==> src/rtl/led_blink_seq.sv <==
// ============================================================================
// Module      : led_blink_seq
// Description : Command-driven LED blink sequencer. It accepts one command of
//               blink count plus on/off durations and performs exactly that
//               many on/off cycles.
// Revision    : 1.0 - initial release
// ============================================================================
`timescale 1ns/1ps
`default_nettype none

module led_blink_seq #(
    parameter int CLK_FREQ = 100_000_000,
    parameter int TICK_HZ  = 1000,
    parameter int CNT_W    = 8,
    parameter int DUR_W    = 12
) (
    input  logic             clk_i,
    input  logic             rst_i,
    input  logic             cmd_valid_i,
    output logic             cmd_ready_o,
    input  logic [CNT_W-1:0] cmd_count_i,
    input  logic [DUR_W-1:0] cmd_on_ms_i,
    input  logic [DUR_W-1:0] cmd_off_ms_i,
    output logic             led_o,
    output logic             busy_o,
    output logic             done_o
);

    localparam int TICK_DIV = CLK_FREQ / TICK_HZ;
    localparam int PS_W     = $clog2(TICK_DIV);
    localparam logic [PS_W-1:0] PS_LAST = PS_W'(TICK_DIV - 1);

    typedef enum logic [1:0] {
        ST_IDLE = 2'd0,
        ST_ON   = 2'd1,
        ST_OFF  = 2'd2
    } state_e;

    state_e             state_q;
    logic               led_q;
    logic               busy_q;
    logic               done_q;
    logic [PS_W-1:0]    ps_q;
    logic [DUR_W-1:0]   tick_q;
    logic [CNT_W-1:0]   rem_q;
    logic [DUR_W-1:0]   on_last_q;
    logic [DUR_W-1:0]   off_last_q;

    logic               w_accept;
    logic [DUR_W-1:0]   w_on_last_d;
    logic [DUR_W-1:0]   w_off_last_d;
    logic [DUR_W-1:0]   w_phase_last;

    assign cmd_ready_o = (state_q == ST_IDLE);
    assign w_accept    = cmd_valid_i && cmd_ready_o;

    // Durations are stored as (ticks - 1); a zero field collapses to one tick.
    assign w_on_last_d  = (cmd_on_ms_i  == '0) ? '0 : cmd_on_ms_i  - DUR_W'(1);
    assign w_off_last_d = (cmd_off_ms_i == '0) ? '0 : cmd_off_ms_i - DUR_W'(1);
    assign w_phase_last = (state_q == ST_ON) ? on_last_q : off_last_q;

    always_ff @(posedge clk_i) begin
        if (rst_i) begin
            state_q    <= ST_IDLE;
            led_q      <= 1'b0;
            busy_q     <= 1'b0;
            done_q     <= 1'b0;
            ps_q       <= '0;
            tick_q     <= '0;
            rem_q      <= '0;
            on_last_q  <= '0;
            off_last_q <= '0;
        end else begin
            done_q <= 1'b0;
            case (state_q)
                ST_IDLE: begin
                    if (w_accept) begin
                        on_last_q  <= w_on_last_d;
                        off_last_q <= w_off_last_d;
                        ps_q       <= '0;
                        tick_q     <= '0;
                        rem_q      <= cmd_count_i;
                        if (cmd_count_i != '0) begin
                            state_q <= ST_ON;
                            led_q   <= 1'b1;
                            busy_q  <= 1'b1;
                        end else begin
                            done_q  <= 1'b1;
                        end
                    end
                end
                ST_ON, ST_OFF: begin
                    if (ps_q != PS_LAST) begin
                        ps_q <= ps_q + PS_W'(1);
                    end else begin
                        ps_q <= '0;
                        if (tick_q != w_phase_last) begin
                            tick_q <= tick_q + DUR_W'(1);
                        end else begin
                            tick_q <= '0;
                            if (state_q == ST_OFF) begin
                                state_q <= ST_ON;
                                led_q   <= 1'b1;
                            end else begin
                                rem_q <= rem_q - CNT_W'(1);
                                led_q <= 1'b0;
                                // Last blink skips the trailing OFF phase.
                                if (rem_q == CNT_W'(1)) begin
                                    state_q <= ST_IDLE;
                                    busy_q  <= 1'b0;
                                    done_q  <= 1'b1;
                                end else begin
                                    state_q <= ST_OFF;
                                end
                            end
                        end
                    end
                end
                default: begin
                    state_q <= ST_IDLE;
                    led_q   <= 1'b0;
                    busy_q  <= 1'b0;
                end
            endcase
        end
    end

    assign led_o  = led_q;
    assign busy_o = busy_q;
    assign done_o = done_q;

endmodule

`default_nettype wire

==> config.mk <==
export PLATFORM = sky130hd
export DESIGN_NAME = led_blink_seq
export DESIGN_NICKNAME = d
export VERILOG_FILES = /design/src/rtl/led_blink_seq.sv
export SDC_FILE = /design/constraint.sdc
export NUM_CORES = 1
export LEC_CHECK = 0
export BUFFER_PORTS_ARGS = -buffer_cell sky130_fd_sc_hd__buf_2
export CAP_MARGIN = 0
export CORE_UTILIZATION = 63
export DETAILED_ROUTE_END_ITERATION = 16
export PLACE_DENSITY = 0.87
export SETUP_SLACK_MARGIN = 0.15
export SYNTH_ARGS = -nofsm -noshare
export SYNTH_HDL_FRONTEND = slang
export SYNTH_SLANG_ARGS = --single-unit
export TNS_END_PERCENT = 50
==> constraint.sdc <==
create_clock -name clk_i -period 6.29 [get_ports clk_i]
set_input_delay 0.3145 -clock clk_i [delete_from_list [all_inputs] [get_ports clk_i]]
set_output_delay 0.3145 -clock clk_i [all_outputs]
set_load 0.05 [all_outputs]
[Word level (Yosys, flattened, before mapping)]
Index checks and enable logic that the tools add are counted.
Word-level totals
  bits in registers: 66
  bits in latches: 0
  bits in writable memories: 0
  ROM bits: 0
  input bits: 35
  output and inout port bits: 4
  word-level logic and storage cells: 78
  memories kept: 0
Cells by class
  add/sub/neg operators: 5
  multipliers: 0
  divide/modulo/power cells: 0
  magnitude comparators: 0
  eq/ne operators: 11
  shifts and indexed selects: 0
  mux-type cells: 40
  bitwise operators: 0
  reductions and logical operators: 13
Operators with widths (count)
  $mux 12: 6
  $mux 17: 2
  $pmux 17 s2: 1
  $mux 8: 4
  $logic_not 12->1: 2
  $pmux 12 s2: 1
  $sub 12x1->12 const B: 2
  $add 17x1->17 const B: 1
  $ne 17x17->1 const B: 1
  $pmux 8 s2: 1
  $mux 1: 15
  $add 12x1->12 const B: 1
  $mux 2: 6
  $ne 12x12->1: 1
  $eq 8x1->1 const B: 1
  $ne 2x2->1 const B: 4
  $reduce_bool 8->1: 1
  $sub 8x1->8 const B: 1
  $pmux 1 s2: 3
  $reduce_and 6->1: 1
  $reduce_and 5->1: 1
  $ne 2x1->1 const B: 2
  $pmux 2 s2: 1
  $reduce_and 2->1: 2
  other kinds (8): 8

[Logic depth before layout (Yosys ltp)]
  word-level depth: 6
  gate-level depth with buffers: 10
  gate-level depth less buffers: 8

[Worst setup path before layout]
OpenSTA, ideal clock, no wires.
  path type: reg2reg
  from: register state_q[0]
  to: register rem_q[0]
  setup time: 122 ps
  data arrival time: 2962 ps
  data required time: 6168 ps
  setup slack: 3206 ps
  stages on the path, launching flop included: 11
  path buffers: 3
  clock period less this slack: 3084 ps
  path through: dfxtp_1 > inv_1 > ha_1 > clkbuf_1 > a21oi_1 > nand2_1 > or2_1 > buf_2 > nand2b_1 > buf_2 > o311a_1
Between the ends
  elaborated cells on any way between the ends: 14
  those cells by class: 7 x eq/ne; 2 x mux; 5 x reduce/logical
RTL lines
  start, declared: line 39  | state_e state_q;
  start signal, assigned: line 64  | state_q <= ST_IDLE;
  start signal, assigned: line 84  | state_q <= ST_ON;
  start signal, assigned: line 102  | state_q <= ST_ON;
  $logic_not 2->1 (*): line 54  | assign cmd_ready_o = (state_q == ST_IDLE);
  named net cmd_ready_o: line 20  | output logic cmd_ready_o,
  $logic_and 1x1->1: line 55  | assign w_accept = cmd_valid_i && cmd_ready_o;
  $ne 2x1->1 (no line)
  $reduce_and 5->1 (no line)
  end signal, assigned: line 82  | rem_q <= cmd_count_i;
  end signal, assigned: line 105  | rem_q <= rem_q - CNT_W'(1);
  end, declared: line 45  | logic [CNT_W-1:0] rem_q;
Mark *: on every way through the listed nets, which the timed path passes. The rest lies on a longest branch.
A chain may end at the register's enable or synchronous reset.

[Final worst setup path]
  from: register state_q[1]
  to: register busy_q (netlist: busy_o)
Between the ends
  cells in the longest elaborated chain, start to end: 5
  elaborated cells on any way between the ends: 15
  those cells by class: 9 x eq/ne; 2 x mux; 4 x reduce/logical
RTL lines
  $eq 2x1->1: line 60, 75
  $mux 12: line 60  | assign w_phase_last = (state_q == ST_ON) ? on_last_q : off_last_q;
  $ne 12x12->1: line 97  | if (tick_q != w_phase_last) begin
  $ne 2x2->1 (no line)
  $reduce_and 6->1 (no line)
  end signal, assigned: line 66  | busy_q <= 1'b0;
  end signal, assigned: line 110  | busy_q <= 1'b0;
  end signal, assigned: line 122  | busy_q <= 1'b0;
  end, declared: line 41  | logic busy_q;
Several ways; a longest one is shown, not always the timed one.

==> impl_results.md <==
- Syn Area/Cell: 8.385 sq um
- All-Layer GR Usage: 0.2918
- Area share of xor/xnor cells in the synthesized design: 0.1209
- Most common cell in the netlist: nor2_1
- Setup Fix Bufs, Post-CTS: 0
- DP Wirelength: 5980 microns
- Pwr dens: 382.6 mW/mm^2
- Fillers: between 400 and 500
- Skew final: 0.01572 ns
- Synth top area cells: dfxtp_1 36%, nor2_1 6.8%, xnor2_1 6.3%
- R2R depth: 8
- DR pass1 iterations: 5
- Setup TNS: 0 ns
- Initial DRC count: 169
- Mapped Nets: 477
- Ys flop type: dfxtp_1
- Final wirelength: 8386 microns
- Final Hold Viols: 0
- Crit Path Class: flop to flop
- Die height: 77.83 microns
- Fin crit share: 0.5112
- Layout Area Growth over Synthesis: 11.05%
- Clk slew on worst S/H paths: 0.08 ns
- Synth Area in Compound Gates: 0.1499
- Share of the synthesized area in the top cell type: 0.3592
- Min Clock Period, post-route: 3.216 ns
- Status: finished clean
- Max-cap violations: 0
- Core Area: 0.005540 sq mm
- Final antenna-violating net count: 0
- Vias per cell: approximately 6.1
- Finished Layout Cells: ~540
- Critical Path RT: 6.58 ns
- Most common library cells after synthesis: 66 x nor2_1, 65 x dfxtp_1, 29 x nand2_1
- Num ports: 39
- Worst min path class: input pin to flop
- Hold depth: 3
- First-pass GRT wire length: roughly 14000 microns
- CTS sink cnt: 65
- Routability cong.: 0.8395
- Layout cells sized above 1: 0.1237
- Avg WL per Cell: approximately 16 microns
- Final setup fails: 0
- Number of diodes: 0
- CTS tree: yes
- H-tree depth: 3
- Port bufs: 38
- Synth unique cells: just under 50
- CTS buffer count: 9
- Clk_lat worst skew: 0.35 ns
- Max Root-Sink Buffers: 2
- Die Area: 0.006057 sq mm
- Post-synthesis sequential area ratio: 0.3592
- Initial antenna violation count: 0
- Post-Place Cells: 525
- Slew HR: 0.3495
- GRT overflow: 0
- Combinational family with the most area after synthesis: simple AND/OR/NAND/NOR gates
- Via Count: 3295
- Starting Density: 0.6538
- CP endpoint kind: flop
- Largest net degree at the start of global routing: 42
- Final nets: 509
- Syn. warnings: 0
- Number of global-route vias before repair: 3113
- Residual DRC count: 0
- Post-synth EDFFs: 0
- Post-CTS sizing: 0
- Syn Inst Count: between 400 and 500
- FMAX: 311.0 MHz
- Leading area contributor after synthesis: dfxtp_1
- Critical Path Fanout Max: 12
- Critical Path AT: 3.50 ns
- Width of the die: ~78 microns
- Num rows: 27
- Hold-fix buffers, CTS: 0
- RSZ-0062 raised after global routing: no
- Simple-Gate Fraction of Synth Area: 0.2591
- Multiplexer share of the synthesized area: 0.03869
- Lkg Pwr: around 1.5 nW
- Max-slew violations: 0
- Maximum VDD drop: 0.2223 mV
- Setup crit start kind: flop
- Flops & latches, synth: 65
- CTS root buf: clkbuf_8
- Synth async-reset ratio: 0
- Synth Area in Adders: 0.03454
- Worst slew pin tran: 0.9713 ns
- Mapped cell area: 0.003622 sq mm
==> registers in the layout, indices dropped and copies added, names as in the netlist <==
signal,flops
busy_o,1
state_q,2
rem_q,8
ps_q,17
on_last_q,12
off_last_q,12
tick_q,12
done_o,1
==> critical path, cell delays in order, from the launching register on <==
cell and delay (ns):
dfxtp_1 0.33, inv_1 0.11, ha_1 0.61, mux2i_1 0.34, xnor2_1 0.12, nor4_2 0.40, a31oi_1 0.40, a2111oi_1 0.61
mux2i_1 0.23
==> final cells by class <==
class                      instances  area (sq um)  area share
multi-input combinational        334          2185      0.5431
sequential                        65          1301      0.3235
timing repair buffer              38         190.2     0.04728
clock buffer                      11         141.4     0.03515
tap                               72         90.09     0.02240
inverter                          16         60.06     0.01493
clock inverter                     5         55.05     0.01369
==> placed cells by master (no fill, tap or decap), types with 3 or more instances in the layout <==
cell type and n:
nor4_1 5, xor2_1 24, ha_1 10, and4_1 3, nor3_1 16, inv_1 15
or4_1 5, buf_2 38, clkbuf_8 10, and3_1 7, nor2_1 66, or3_1 8
a21oi_1 17, xnor2_1 26, nand2b_1 6, a211oi_1 3, nand4_1 10, o311ai_1 5
nor4_2 3, o21ai_0 9, nor2b_1 4, a22oi_1 23, o31ai_1 9, nand3_1 6
nand2_1 29, dfxtp_1 65, mux2i_1 14
==> path summary, 6_finish.rpt <==
kind                                         startpoint                    endpoint  slack (ns)
worst max-delay path            state_q[1]$_SDFFE_PP0P_         busy_o$_SDFFE_PP0P_        3.07
worst min-delay path                    cmd_on_ms_i[10]  on_last_q[10]$_SDFFE_PP0P_        0.27
worst max register to register  state_q[1]$_SDFFE_PP0P_         busy_o$_SDFFE_PP0P_        3.07
worst min register to register      busy_o$_SDFFE_PP0P_         busy_o$_SDFFE_PP0P_        0.46
==> where the power goes <==
group          internal, mW  switching, mW
Sequential            0.473         0.0554
Clock                 0.192          0.163
Combinational         0.233          0.421
==> cells by family (layout without fill, tap and decap cells) <==
| kind of cell | Yosys count | after routing |
|---|---|---|
| flip-flops | 65 | 65 |
| AND/OR/NAND/NOR | 181 | 181 |
| AO/OA/AOI/OAI | 79 | 79 |
| XOR/XNOR | 50 | 50 |
| adder cells (fa/ha/maj) | 10 | 10 |
| buffers and inverters | 33 | 70 |
| multiplexers | 14 | 14 |
==> metrics by stage <==
stage	instance area (sq um)	setup WS [ns]	utilization	total power, mW	hold WS [ns]
after global placement	3826	3.448	0.6906	1.147	0.4456
final	4023	3.075	0.7261	1.539	0.2742
after floorplan	3622	3.206	-	1.054	0.4561
after global routing	4023	2.839	0.7261	1.629	0.3043
after detailed placement	3826	3.261	0.6906	1.171	0.4461
after CTS	4023	3.168	0.7261	1.525	0.2763
==> routing by layer <==
layer | routed length (microns) | share of wire | global-route usage
met5 | 0 | 0 | 0
met4 | 167 | 0.020 | 0.1358
met3 | 409 | 0.049 | 0.04941
met2 | 4353 | 0.52 | 0.5416
met1 | 3455 | 0.41 | 0.3200
Power figures use the tool's default switching activity.
